--- src/rtl/uart_pkg.sv ---
// Shared UART definitions: frame states, line levels, frame sizing.
// Used by the transmit sequencer and intended for the future receiver.
package uart_pkg;

    typedef enum logic [2:0] {
        ST_IDLE,
        ST_START,
        ST_DATA,
        ST_PARITY,
        ST_STOP
    } uart_state_e;

    localparam logic TX_IDLE = 1'b1;

    // Baud ticks in one frame: start + data + optional parity + stop.
    function automatic int frame_ticks(
        input int data_bits,
        input int stop_bits,
        input bit parity_en
    );
        return 1 + data_bits + (parity_en ? 1 : 0) + stop_bits;
    endfunction

endpackage

--- src/rtl/uart_tx_shifter.sv ---
// Transmit shift register with bit-index counter.
// Loaded at frame start, shifted right once per data-bit tick.
module uart_tx_shifter
    import uart_pkg::*;
#(
    parameter int DATA_BITS = 8
) (
    input  logic                 i_clk,
    input  logic                 i_rst_n,
    input  logic                 i_load,
    input  logic                 i_shift,
    input  logic [DATA_BITS-1:0] i_data,
    output logic                 o_bit,
    output logic                 o_next_bit,
    output logic                 o_last
);

    localparam int IDX_W = $clog2(DATA_BITS);
    localparam logic [IDX_W-1:0] LAST_IDX = IDX_W'(DATA_BITS - 1);

    logic [DATA_BITS-1:0] r_sreg;
    logic [IDX_W-1:0]     r_idx;

    // Load on handshake; shift and count on data ticks, index saturates.
    always_ff @(posedge i_clk or negedge i_rst_n) begin
        if (!i_rst_n) begin
            r_sreg <= '0;
            r_idx  <= '0;
        end else if (i_load) begin
            r_sreg <= i_data;
            r_idx  <= '0;
        end else if (i_shift) begin
            r_sreg <= {1'b0, r_sreg[DATA_BITS-1:1]};
            if (r_idx != LAST_IDX) begin
                r_idx <= r_idx + 1'b1;
            end
        end
    end

    assign o_bit      = r_sreg[0];
    assign o_next_bit = r_sreg[1];
    assign o_last     = (r_idx == LAST_IDX);

endmodule

--- src/rtl/uart_tx_sequencer.sv ---
// UART transmit frame sequencer driving an external mod-N baud counter.
// Define UART_TX_PARITY_EN to add a parity bit after the data bits.
module uart_tx_sequencer
    import uart_pkg::*;
#(
    parameter int DATA_BITS  = 8,
    parameter int STOP_BITS  = 1,
    parameter int PARITY_ODD = 0
) (
    input  logic                 i_clk,
    input  logic                 i_rst_n,
    input  logic [DATA_BITS-1:0] i_data,
    input  logic                 i_valid,
    output logic                 o_ready,
    input  logic                 i_baud_tick,
    output logic                 o_baud_en,
    output logic                 o_baud_clr,
    output logic                 o_tx,
    output logic                 o_busy
);

    localparam logic STOP_LAST = (STOP_BITS == 2);

    uart_state_e r_state;
    uart_state_e w_state_nx;

    logic r_tx;
    logic r_ready;
    logic r_busy;
    logic r_baud_en;
    logic r_baud_clr;
    logic r_stop_cnt;

    logic w_tx_nx;
    logic w_ready_nx;
    logic w_busy_nx;
    logic w_en_nx;
    logic w_clr_nx;
    logic w_stop_nx;
    logic w_load;
    logic w_shift;
    logic w_tick;
    logic w_bit;
    logic w_next_bit;
    logic w_last;

`ifdef UART_TX_PARITY_EN
    logic r_parity;

    // Parity of the accepted byte, captured on the handshake.
    always_ff @(posedge i_clk or negedge i_rst_n) begin
        if (!i_rst_n) begin
            r_parity <= 1'b0;
        end else if (w_load) begin
            r_parity <= (^i_data) ^ (PARITY_ODD != 0);
        end
    end
`else
    logic w_unused_parity_cfg;
    assign w_unused_parity_cfg = (PARITY_ODD != 0);
`endif

    // A tick landing in the counter-clear cycle belongs to the old count.
    assign w_tick = i_baud_tick & ~r_baud_clr;

    uart_tx_shifter #(
        .DATA_BITS (DATA_BITS)
    ) u_shifter (
        .i_clk      (i_clk),
        .i_rst_n    (i_rst_n),
        .i_load     (w_load),
        .i_shift    (w_shift),
        .i_data     (i_data),
        .o_bit      (w_bit),
        .o_next_bit (w_next_bit),
        .o_last     (w_last)
    );

    // Next state and next registered output values.
    always_comb begin
        w_state_nx = r_state;
        w_tx_nx    = r_tx;
        w_ready_nx = r_ready;
        w_busy_nx  = r_busy;
        w_en_nx    = r_baud_en;
        w_clr_nx   = 1'b0;
        w_stop_nx  = r_stop_cnt;
        w_load     = 1'b0;
        w_shift    = 1'b0;
        unique case (r_state)
            ST_IDLE: begin
                w_tx_nx    = TX_IDLE;
                w_busy_nx  = 1'b0;
                w_en_nx    = 1'b0;
                w_ready_nx = 1'b1;
                if (i_valid && r_ready) begin
                    w_load     = 1'b1;
                    w_state_nx = ST_START;
                    w_tx_nx    = 1'b0;
                    w_ready_nx = 1'b0;
                    w_busy_nx  = 1'b1;
                    w_en_nx    = 1'b1;
                    w_clr_nx   = 1'b1;
                    w_stop_nx  = 1'b0;
                end
            end
            ST_START: begin
                if (w_tick) begin
                    w_state_nx = ST_DATA;
                    w_tx_nx    = w_bit;
                end
            end
            ST_DATA: begin
                if (w_tick) begin
                    w_shift = 1'b1;
                    if (w_last) begin
`ifdef UART_TX_PARITY_EN
                        w_state_nx = ST_PARITY;
                        w_tx_nx    = r_parity;
`else
                        w_state_nx = ST_STOP;
                        w_tx_nx    = TX_IDLE;
`endif
                    end else begin
                        w_tx_nx = w_next_bit;
                    end
                end
            end
`ifdef UART_TX_PARITY_EN
            ST_PARITY: begin
                if (w_tick) begin
                    w_state_nx = ST_STOP;
                    w_tx_nx    = TX_IDLE;
                end
            end
`endif
            ST_STOP: begin
                w_tx_nx = TX_IDLE;
                if (w_tick) begin
                    if (r_stop_cnt == STOP_LAST) begin
                        w_state_nx = ST_IDLE;
                        w_en_nx    = 1'b0;
                        w_busy_nx  = 1'b0;
                        w_ready_nx = 1'b1;
                    end else begin
                        w_stop_nx = 1'b1;
                    end
                end
            end
            default: begin
                w_state_nx = ST_IDLE;
                w_tx_nx    = TX_IDLE;
                w_busy_nx  = 1'b0;
                w_en_nx    = 1'b0;
                w_ready_nx = 1'b0;
            end
        endcase
    end

    // State and registered outputs; reset drives the line idle at once.
    always_ff @(posedge i_clk or negedge i_rst_n) begin
        if (!i_rst_n) begin
            r_state    <= ST_IDLE;
            r_tx       <= TX_IDLE;
            r_ready    <= 1'b0;
            r_busy     <= 1'b0;
            r_baud_en  <= 1'b0;
            r_baud_clr <= 1'b0;
            r_stop_cnt <= 1'b0;
        end else begin
            r_state    <= w_state_nx;
            r_tx       <= w_tx_nx;
            r_ready    <= w_ready_nx;
            r_busy     <= w_busy_nx;
            r_baud_en  <= w_en_nx;
            r_baud_clr <= w_clr_nx;
            r_stop_cnt <= w_stop_nx;
        end
    end

    assign o_tx       = r_tx;
    assign o_ready    = r_ready;
    assign o_busy     = r_busy;
    assign o_baud_en  = r_baud_en;
    assign o_baud_clr = r_baud_clr;

endmodule
--- config.mk ---
export PLATFORM = sky130hd
export DESIGN_NAME = uart_tx_sequencer
export DESIGN_NICKNAME = d
export VERILOG_FILES = /design/src/rtl/uart_pkg.sv /design/src/rtl/uart_tx_shifter.sv /design/src/rtl/uart_tx_sequencer.sv
export SDC_FILE = /design/constraint.sdc
export NUM_CORES = 1
export LEC_CHECK = 0
export BUFFER_PORTS_ARGS = -buffer_cell sky130_fd_sc_hd__buf_2
export CORE_MARGIN = 2
export CORE_UTILIZATION = 35
export DETAILED_ROUTE_END_ITERATION = 7
export GPL_ROUTABILITY_DRIVEN = 0
export GPL_TIMING_DRIVEN = 0
export SETUP_SLACK_MARGIN = 0.5
export SLEW_MARGIN = 10
export SYNTH_ARGS = -nofsm -noshare
export SYNTH_HDL_FRONTEND = slang
export SYNTH_SLANG_ARGS = --single-unit
--- constraint.sdc ---
create_clock -name i_clk -period 1.8 [get_ports i_clk]
set_input_delay 0.27 -clock i_clk [delete_from_list [all_inputs] [get_ports i_clk]]
set_output_delay 0.27 -clock i_clk [all_outputs]
set_load 0.03 [all_outputs]
; ---- Word-level counts from Yosys, hierarchy flattened
; Index checks and enable logic that the tools add are counted.
[op_classes]
add_sub_neg = 1
bitwise_logic = 3
n_shift = 0
reduce_logical = 11
mux = 31
n_mul = 0
magnitude_cmp = 0
n_div = 0
n_eq_ne = 11
[ops]
columns = op, count
row1 = two-way mux 3 bit, 9
row2 = two-way mux 8 bit, 2
row3 = two-way mux 1 bit, 15
row4 = one-hot mux 3 bit (4 select lines), 1
row5 = "inequality test 2 bit, second input constant", 5
row6 = one-hot mux 1 bit (3 select lines), 3
row7 = "== test 3 bit, second input constant", 2
row8 = AND reduction 3 bit, 2
row9 = AND reduction 6 bit, 1
row10 = nonzero test 2 bit, 3
row11 = AND reduction 2 bit, 2
row12 = "adder 3 x 1 -> 3 bit, second input constant", 1
row13 = "== test 3 x 1 -> 1 bit, second input constant", 1
row14 = "== test 3 x 2 -> 1 bit, second input constant", 1
row15 = zero test 3 bit, 1
row16 = "inequality test 3 bit, second input constant", 1
row17 = "inequality test 2 x 1 -> 1 bit, second input constant", 1
row18 = NOT 1 bit, 2
row19 = one-hot mux 1 bit (2 select lines), 1
row20 = OR reduction 2 bit, 1
row21 = AND 1 bit, 1
row22 = logical AND 1 bit, 1
[word_totals]
rom_bits = 0
reg_bits = 19
mem_count = 0
wordCells = 65
inputBits = 12
latchBits = 0
ram_bits = 0
output_inout_bits = 5

; ---- Logic depth before layout (Yosys ltp)
; Gate-level depths: netlist (run 1).
[depth]
depth_word = 6
ltp_mapped = 7
depth_no_buf = 6

; ---- Modules after synthesis
; A second synthesis (run 1) with hierarchy kept.
[hier_totals]
hier_cells = 95
hier_area_um2 = 974.7
[modules_own_cells]
columns = module, cells_each, seq_area_each_um2, n_inst, area_each_um2
row1 = uart_tx_shifter, 46, 275.3, 1, 526.8
row2 = uart_tx_sequencer, 49, 176.4, 1, 447.9

; ---- Least setup slack after synthesis (run 1)
; OpenSTA, ideal clock, no wires.
[synth_path]
path_type = register to register
startpoint = register u_shifter.r_idx[0]
endpoint = register u_shifter.r_idx[2]
arrival_ps = 1577
n_path_buf = 1
slack_ps = 102
synth_period_minus_slack_ps = 1698
stages_incl_launch_ff = 7
path_cell_list = dfrtp_1 -> ha_1 -> ha_1 -> or4_1 -> buf_2 -> mux2i_1 -> nor2_1
[synth_via]
elab_chain_cells = 4
[synth_lines]
columns = item, line
row1 = from (decl), uart_tx_shifter.sv:22  ; logic [IDX_W-1:0] r_idx;
row2 = from (signal assigned), uart_tx_shifter.sv:35  ; r_idx <= r_idx + 1'b1;
row3 = adder 3 x 1 -> 3 bit, uart_tx_shifter.sv:35
row4 = two-way mux 3 bit, uart_tx_shifter.sv:34  ; if (r_idx != LAST_IDX) begin
row5 = two-way mux 3 bit, uart_tx_shifter.sv:32  ; end else if (i_shift) begin
row6 = two-way mux 3 bit, uart_tx_shifter.sv:29  ; end else if (i_load) begin
; Parallel ways exist; a longest one is shown, timed or not. The select of a mux whose other input is x is not followed.
; A chain may end at the register's enable or synchronous reset.

; ---- Final worst setup path (run 1)
[layout_path]
startpoint = register u_shifter.r_idx[0]
endpoint = register u_shifter.r_idx[1]
; The elaborated chain is that of the path after synthesis.

==> impl_metrics.tcl, run 1 <==
set metrics [dict create \
    run_status "finished, final reports clean" \
    drt_antenna_net_count 0 \
    p_sw_share_pct 37.43 \
    critical_path_peak_fanout 3 \
    seq_area_frac_synth_pct 50.63 \
    post-synth-top-area-cell "dfrtp_1" \
    maximum_number_of_pins_on_one_net_before_global_route_repair 19 \
    timing.final.setup_violations 0 \
    cap_violations 0 \
    clock-sinks 18 \
    layout.nets 135 \
    netlist.area_leader.share_pct 47.69 \
    die_w_um 54.49 \
    clock_insertion_delay_worst_skew_ns 0.31 \
    min_period_over_period_pct 89.10 \
    number_of_global_route_vias_before_repair 740 \
    ff_latch_area_um2 455.4 \
    critical-path-slowest-cell "dfrtp_1" \
    kind_of_cell_adding_the_most_delay_to_the_critical_path "simple AND/OR/NAND/NOR gates" \
    netlist_instances 87 \
    synth_cell_type_count 32 \
    fillers 216 \
    first_pass_iters 4 \
    clock.fmax_mhz 623.5 \
    die_h_um 54.49 \
    worst-endpoint-arrival_ns 1.81 \
    timing.hold.worst.class "in -> reg" \
    initial_core_util_pct 36.34 \
    finalHoldViolations 0 \
    finalMaxSlewViolations 0 \
    synth.avg_cell_area_um2 10.25 \
    route.detailed.vias_per_inst 5.127 \
    syn-num-nets 101 \
    fin_crit_ns 1.604 \
    number_of_clock_buffers_inserted_by_tritoncts 3 \
    leak_pwr_nw 0.6913 \
    tightest_slew_ns 0.4186 \
    post_synth_main_area_contributors "dfrtp_1 48%, a22o_1 5.9%, a21o_1 5.0%" \
    post_route_cells_drive_above_1_share_pct 52.50 \
    max-vdd-ir-drop_v 0.001068 \
    worst_clock_skew_ns 0.006384 \
    design.portCount 17 \
    worst_setup_hold_path_clk_slew_ns 0.11 \
    switchingPower_mw 0.8209 \
    ys_async_sr_fraction_pct 100.0 \
    remaining_drc_errors 0 \
    antenna_found_initial 0 \
    post-synth-top-count-cell "dfrtp_1" \
    multi_input_comb_area_um2 513.0 \
    share_clk_of_total_power_pct 11.9 \
    power.combinational.fraction_pct 55.0 \
    vias 769 \
    portBuffers 16 \
    global_route.usage.total_pct 16.50 \
    critical_path_class "reg -> reg" \
    clock_tree_from_tritoncts "built" \
    post_synth_most_frequent_cells "17 x dfrtp_1, 11 x nor2_1, 6 x a21o_1, 6 x a22o_1, 5 x inv_1" \
    cellPowerDensity_nw_per_um2 1583 \
    total_power_mw 2.193 \
    synth-edff-count 0 \
    antenna_cells_inserted 0 \
    startpoint_type "flop" \
    fin_tns_setup_ns 0 \
    initialDrtViolationCount 8 \
    route.detailed.wl_per_inst_um 14.11 \
    cellInternalPower_mw 1.372 \
    htreeDepth 1 \
    grt_residual_overflow 0 \
    setup_repair_after_global_routing_missed_its_margin "true" \
    synth-main-ff-cell "dfrtp_1" \
    max-clock-path-buffers 2 \
    cell_by_cell_trace_of_the_critical_path "ha_2 > ha_4 > or4_4 > buf_6 > mux2i_1 > nor2_1" \
    synth.ff_latch_count 18 \
    required_ns 2.00 \
    path_buf_inv 1 \
    critical_path.max_stage_delay_ns 0.41 \
    total_half_perimeter_wirelength_after_legalization_and_detailed_placement_mm 1.288 \
    max_slew_margin_pct 72.09 \
    clockRootBuffer "clkbuf_4" \
    timing.hold.ws_ns 0.1918 \
    area_growth_pct 55.26 \
    floorplan.die_area_um2 2969 \
    grt_first_pass_wirelength_mm 3.360 \
    synth-warning-count 0 \
    worst-r2r-setup-slack_ns 0.20 \
    floorplan.core_area_um2 2455 \
    endpoint_kind "flop" \
    netlist_area_pre_place_um2 892.1 \
    power_frac_seq_pct 33.2 \
    wirelength_mm 2.116 \
    fp-row-count 18 \
]
-- power by group through the flow --
| stage | Sequential (mW) | Clock (mW) | Combinational, mW |
|---|---|---|---|
| final | 0.727 | 0.261 | 1.21 |
| after global routing | 0.748 | 0.281 | 1.31 |
| after CTS | 0.698 | 0.264 | 1.06 |
| after detailed placement | 0.706 | 0 | 0.776 |
| after global placement | 0.700 | 0 | 0.762 |
| after floorplan | 0.761 | 0 | 0.544 |
-- through the flow --
| step | instance area (um^2) | std cells | setup slack (ns) | util [%] |
|---|---|---|---|---|
| detailed placement | 1074 | 133 | 0.04535 | 43.73 |
| global route | 1385 | 150 | 0.1422 | 56.42 |
| CTS | 1303 | 148 | 0.1718 | 53.06 |
| floorplan | 955.9 | 87 | 0.2400 | - |
| finish | 1385 | 150 | 0.1963 | 56.42 |
| global placement | 1074 | 133 | 0.04782 | 43.73 |
-- registers in the layout (all words and copies together) (netlist names) --
register          cells
o_baud_clr            1
o_baud_en             1
o_ready               1
o_tx                  1
r_state               3
u_shifter.r_idx       3
u_shifter.r_sreg      8
-- cells in the final DEF (no fill, tap or decap), drive strengths merged, types with 3 or more instances in the layout --
cell type | Yosys | layout
dfrtp | 17 | 17
buf | 5 | 33
inv | 5 | 5
a21oi | 3 | 3
nor2 | 12 | 12
a22o | 6 | 6
nand2 | 4 | 4
clkbuf | 1 | 5
nor2b | 3 | 3
a21o | 6 | 6
-- worst paths after layout --
kind                                     start                   to  depth (start not counted)
max in group asynchronous              i_rst_n                 o_tx                          2
setup / recovery            u_shifter.r_idx[0]   u_shifter.r_idx[1]                          6
setup reg to reg            u_shifter.r_idx[0]   u_shifter.r_idx[1]                          6
hold reg to reg            u_shifter.r_sreg[6]  u_shifter.r_sreg[6]                          1
hold / removal                       i_data[7]  u_shifter.r_sreg[7]                          2
min in group asynchronous              i_rst_n            o_baud_en                          2
-- cell type report --
cell class / count / area share (%)
Multi-Input combinational cell: 58 / 37.04
Sequential cell: 18 / 32.88
Timing Repair Buffer: 29 / 18.52
Buffer: 6 / 4.697
Tap cell: 30 / 2.710
Clock buffer: 4 / 2.620
Inverter: 5 / 1.536
-- cells by family after synthesis --
kind of cell	share of synthesized area (%)
compound gates	22.30
simple gates	15.43
flops	50.63
fa+ha+maj	2.805
buf+inv	5.610
xor+xnor	0.9819
mux	2.244
-- timing repair --
| action | CTS | global route |
|---|---|---|
| resized for setup | 17 | 21 |
| gates cloned | 2 | 0 |
| endpoints found under the setup margin | 15 | 20 |
| hold endpoints to repair | 17 | 0 |
| buffers inserted | 8 | 2 |
| hold buffers | 1 | 0 |
| pin swaps | 9 | 17 |
-- routing by layer --
layer | wire, um | share of wire, % | GRT usage (%)
met1 | 926 | 44 | 20.31
met2 | 1075 | 51 | 27.11
met3 | 86 | 4.1 | 5.738
met4 | 26 | 1.2 | 5.000
met5 | 0 | 0 | 0
No activity file was read; power rests on OpenSTA's default activity.
==> run 2, diff against run 1 <==
--- a/config.mk
+++ b/config.mk
@@ -11,6 +11,7 @@
 export DETAILED_ROUTE_END_ITERATION = 7
 export GPL_ROUTABILITY_DRIVEN = 0
 export GPL_TIMING_DRIVEN = 0
+export MAX_ROUTING_LAYER = met4
 export SETUP_SLACK_MARGIN = 0.5
 export SLEW_MARGIN = 10
 export SYNTH_ARGS = -nofsm -noshare
==> impl_metrics.tcl, run 2 (same netlist as run 1, synthesis figures left out) <==
set metrics [dict create \
    clock_tree_from_tritoncts "built" \
    antenna_found_initial 0 \
    worstHoldStart "i_data[7]" \
    required_ns 2.01 \
    number_of_global_route_vias_before_repair 741 \
    layout.nets 135 \
    startpoint_type "flop" \
    first_pass_iters 5 \
    remaining_drc_errors 0 \
    design.portCount 17 \
    hold-path-cell-count 2 \
    portBuffers 16 \
    cap_violations 0 \
    die_w_um 54.49 \
    grt_util_met2_pct 27.11 \
    grt_residual_overflow 0 \
    floorplan.core_area_um2 2455 \
    route.detailed.vias_per_inst 5.280 \
    timing.hold.ws_ns 0.1842 \
    number_of_clock_buffers_inserted_by_tritoncts 3 \
    fin_crit_ns 1.604 \
    htreeDepth 1 \
    multi_input_comb_area_um2 513.0 \
    worst_r2r_endpoint "u_shifter.r_idx[1]" \
    min_period_over_period_pct 89.11 \
    die_h_um 54.49 \
    critical_path_class "reg -> reg" \
    floorplan.die_area_um2 2969 \
    postLayoutCellArea_um2 1385 \
    timing.final.ws_setup_ns 0.1960 \
    fillers 216 \
    timing.final.setup_violations 0 \
    total_power_mw 2.199 \
    clock-sinks 18 \
    dpl_worst_slack_ns 0.04535 \
    finish.utilization_pct 56.42 \
    endpoint_kind "flop" \
    worst-endpoint-arrival_ns 1.81 \
    reg2reg_from "u_shifter.r_idx[0]" \
    leak_pwr_nw 0.6913 \
    clockRootBuffer "clkbuf_4" \
    grt_first_pass_wirelength_mm 3.367 \
    critical_path_peak_fanout 3 \
    initialDrtViolationCount 11 \
    setup_repair_after_global_routing_missed_its_margin "true" \
    largest_reg_flops 8 \
    worst_setup_hold_path_clk_slew_ns 0.11 \
    max-clock-path-buffers 2 \
    ff_latch_area_um2 455.4 \
    route.detailed.wl_per_inst_um 14.33 \
    timing.hold.worst.class "in -> reg" \
    max_slew_margin_pct 71.79 \
    reg.largest.list "u_shifter.r_sreg x8, r_state x3, u_shifter.r_idx x3" \
    largest-register "u_shifter.r_sreg" \
    global_route.usage.total_pct 16.97 \
    grt.met3_usage_pct 5.738 \
    drt_antenna_net_count 0 \
    wirelength_mm 2.149 \
    total_half_perimeter_wirelength_after_legalization_and_detailed_placement_mm 1.288 \
    clock_insertion_delay_worst_skew_ns 0.31 \
    min_to "u_shifter.r_sreg[7]" \
    tightest_slew_ns 0.4231 \
    antenna_cells_inserted 0 \
    post_route_cells_drive_above_1_share_pct 52.50 \
    initial_core_util_pct 36.34 \
    grt_busiest_layer "met2" \
    clock.fmax_mhz 623.4 \
    area_growth_pct 55.26 \
    run_status "finished, final reports clean" \
    place_inst 133 \
    fin_tns_setup_ns 0 \
    r2r_cells 6 \
    fp-row-count 18 \
    finalHoldViolations 0 \
    worst_clock_skew_ns 0.006084 \
    layout.cells.non_filler 150 \
    vias 792 \
    layout.cells.most_common_list "14 x buf_2, 14 x dfrtp_1, 7 x buf_6, 7 x nor2_1, 7 x buf_4" \
    maximum_number_of_pins_on_one_net_before_global_route_repair 19 \
    placed_area_um2 1074 \
    finalMaxSlewViolations 0 \
    worst-r2r-setup-slack_ns 0.20 \
    grt.met1_usage_pct 20.31 \
    cellPowerDensity_nw_per_um2 1588 \
    max-vdd-ir-drop_v 0.001069 \
]
run 2: cell counts in the layout (fill, tap and decap cells not counted):
Identical to the previous run, type by type.
run 2: cell type report:
cell class              instances  area share, %
plain buffers                   6          4.697
clock buffers                   4          2.620
inverters                       5          1.536
multi-input cells              58          37.04
flip-flops and latches         18          32.88
well taps                      30          2.710
repair buffers                 29          18.52
run 2: report_power, final:
part           switching, mW  leakage [nW]  internal, mW  total [mW]
sequential             0.146         0.224         0.581       0.726
clock                  0.141        0.0210         0.124       0.264
combinational          0.541         0.446         0.668        1.21
run 2: worst max-delay path by stage:
stage,startpoint,slack (ns),endpoint,cells after the start
floorplan,o_baud_clr,0.24,u_shifter.r_idx[2],5
global placement,r_state[0],0.05,u_shifter.r_sreg[7],4
detailed placement,r_state[0],0.05,u_shifter.r_sreg[7],4
CTS,u_shifter.r_idx[0],0.17,u_shifter.r_idx[1],6
global route,u_shifter.r_idx[1],0.14,u_shifter.r_idx[1],6
finish,u_shifter.r_idx[0],0.20,u_shifter.r_idx[1],6
run 2: what timing repair did:
action,CTS,global route
pin swaps,9,17
setup endpoints to repair,15,20
buffers inserted,8,2
gates cloned,2,0
endpoints found under the hold margin,17,0
gates resized for setup,17,21
hold buffers,1,0
run 2: routing by layer:
layer / wire (um) / vias to the layer above
li1: - / 378
met1: 916 / 373
met2: 1064 / 31
met3: 124 / 10
met4: 44 / 0
met5: 0 / -
run 2: critical path, stage by stage (launching register included):
cell and delay, ns:
dfrtp_1 0.41, ha_2 0.19, ha_4 0.15, or4_4 0.41
buf_6 0.14, mux2i_1 0.14, nor2_1 0.05
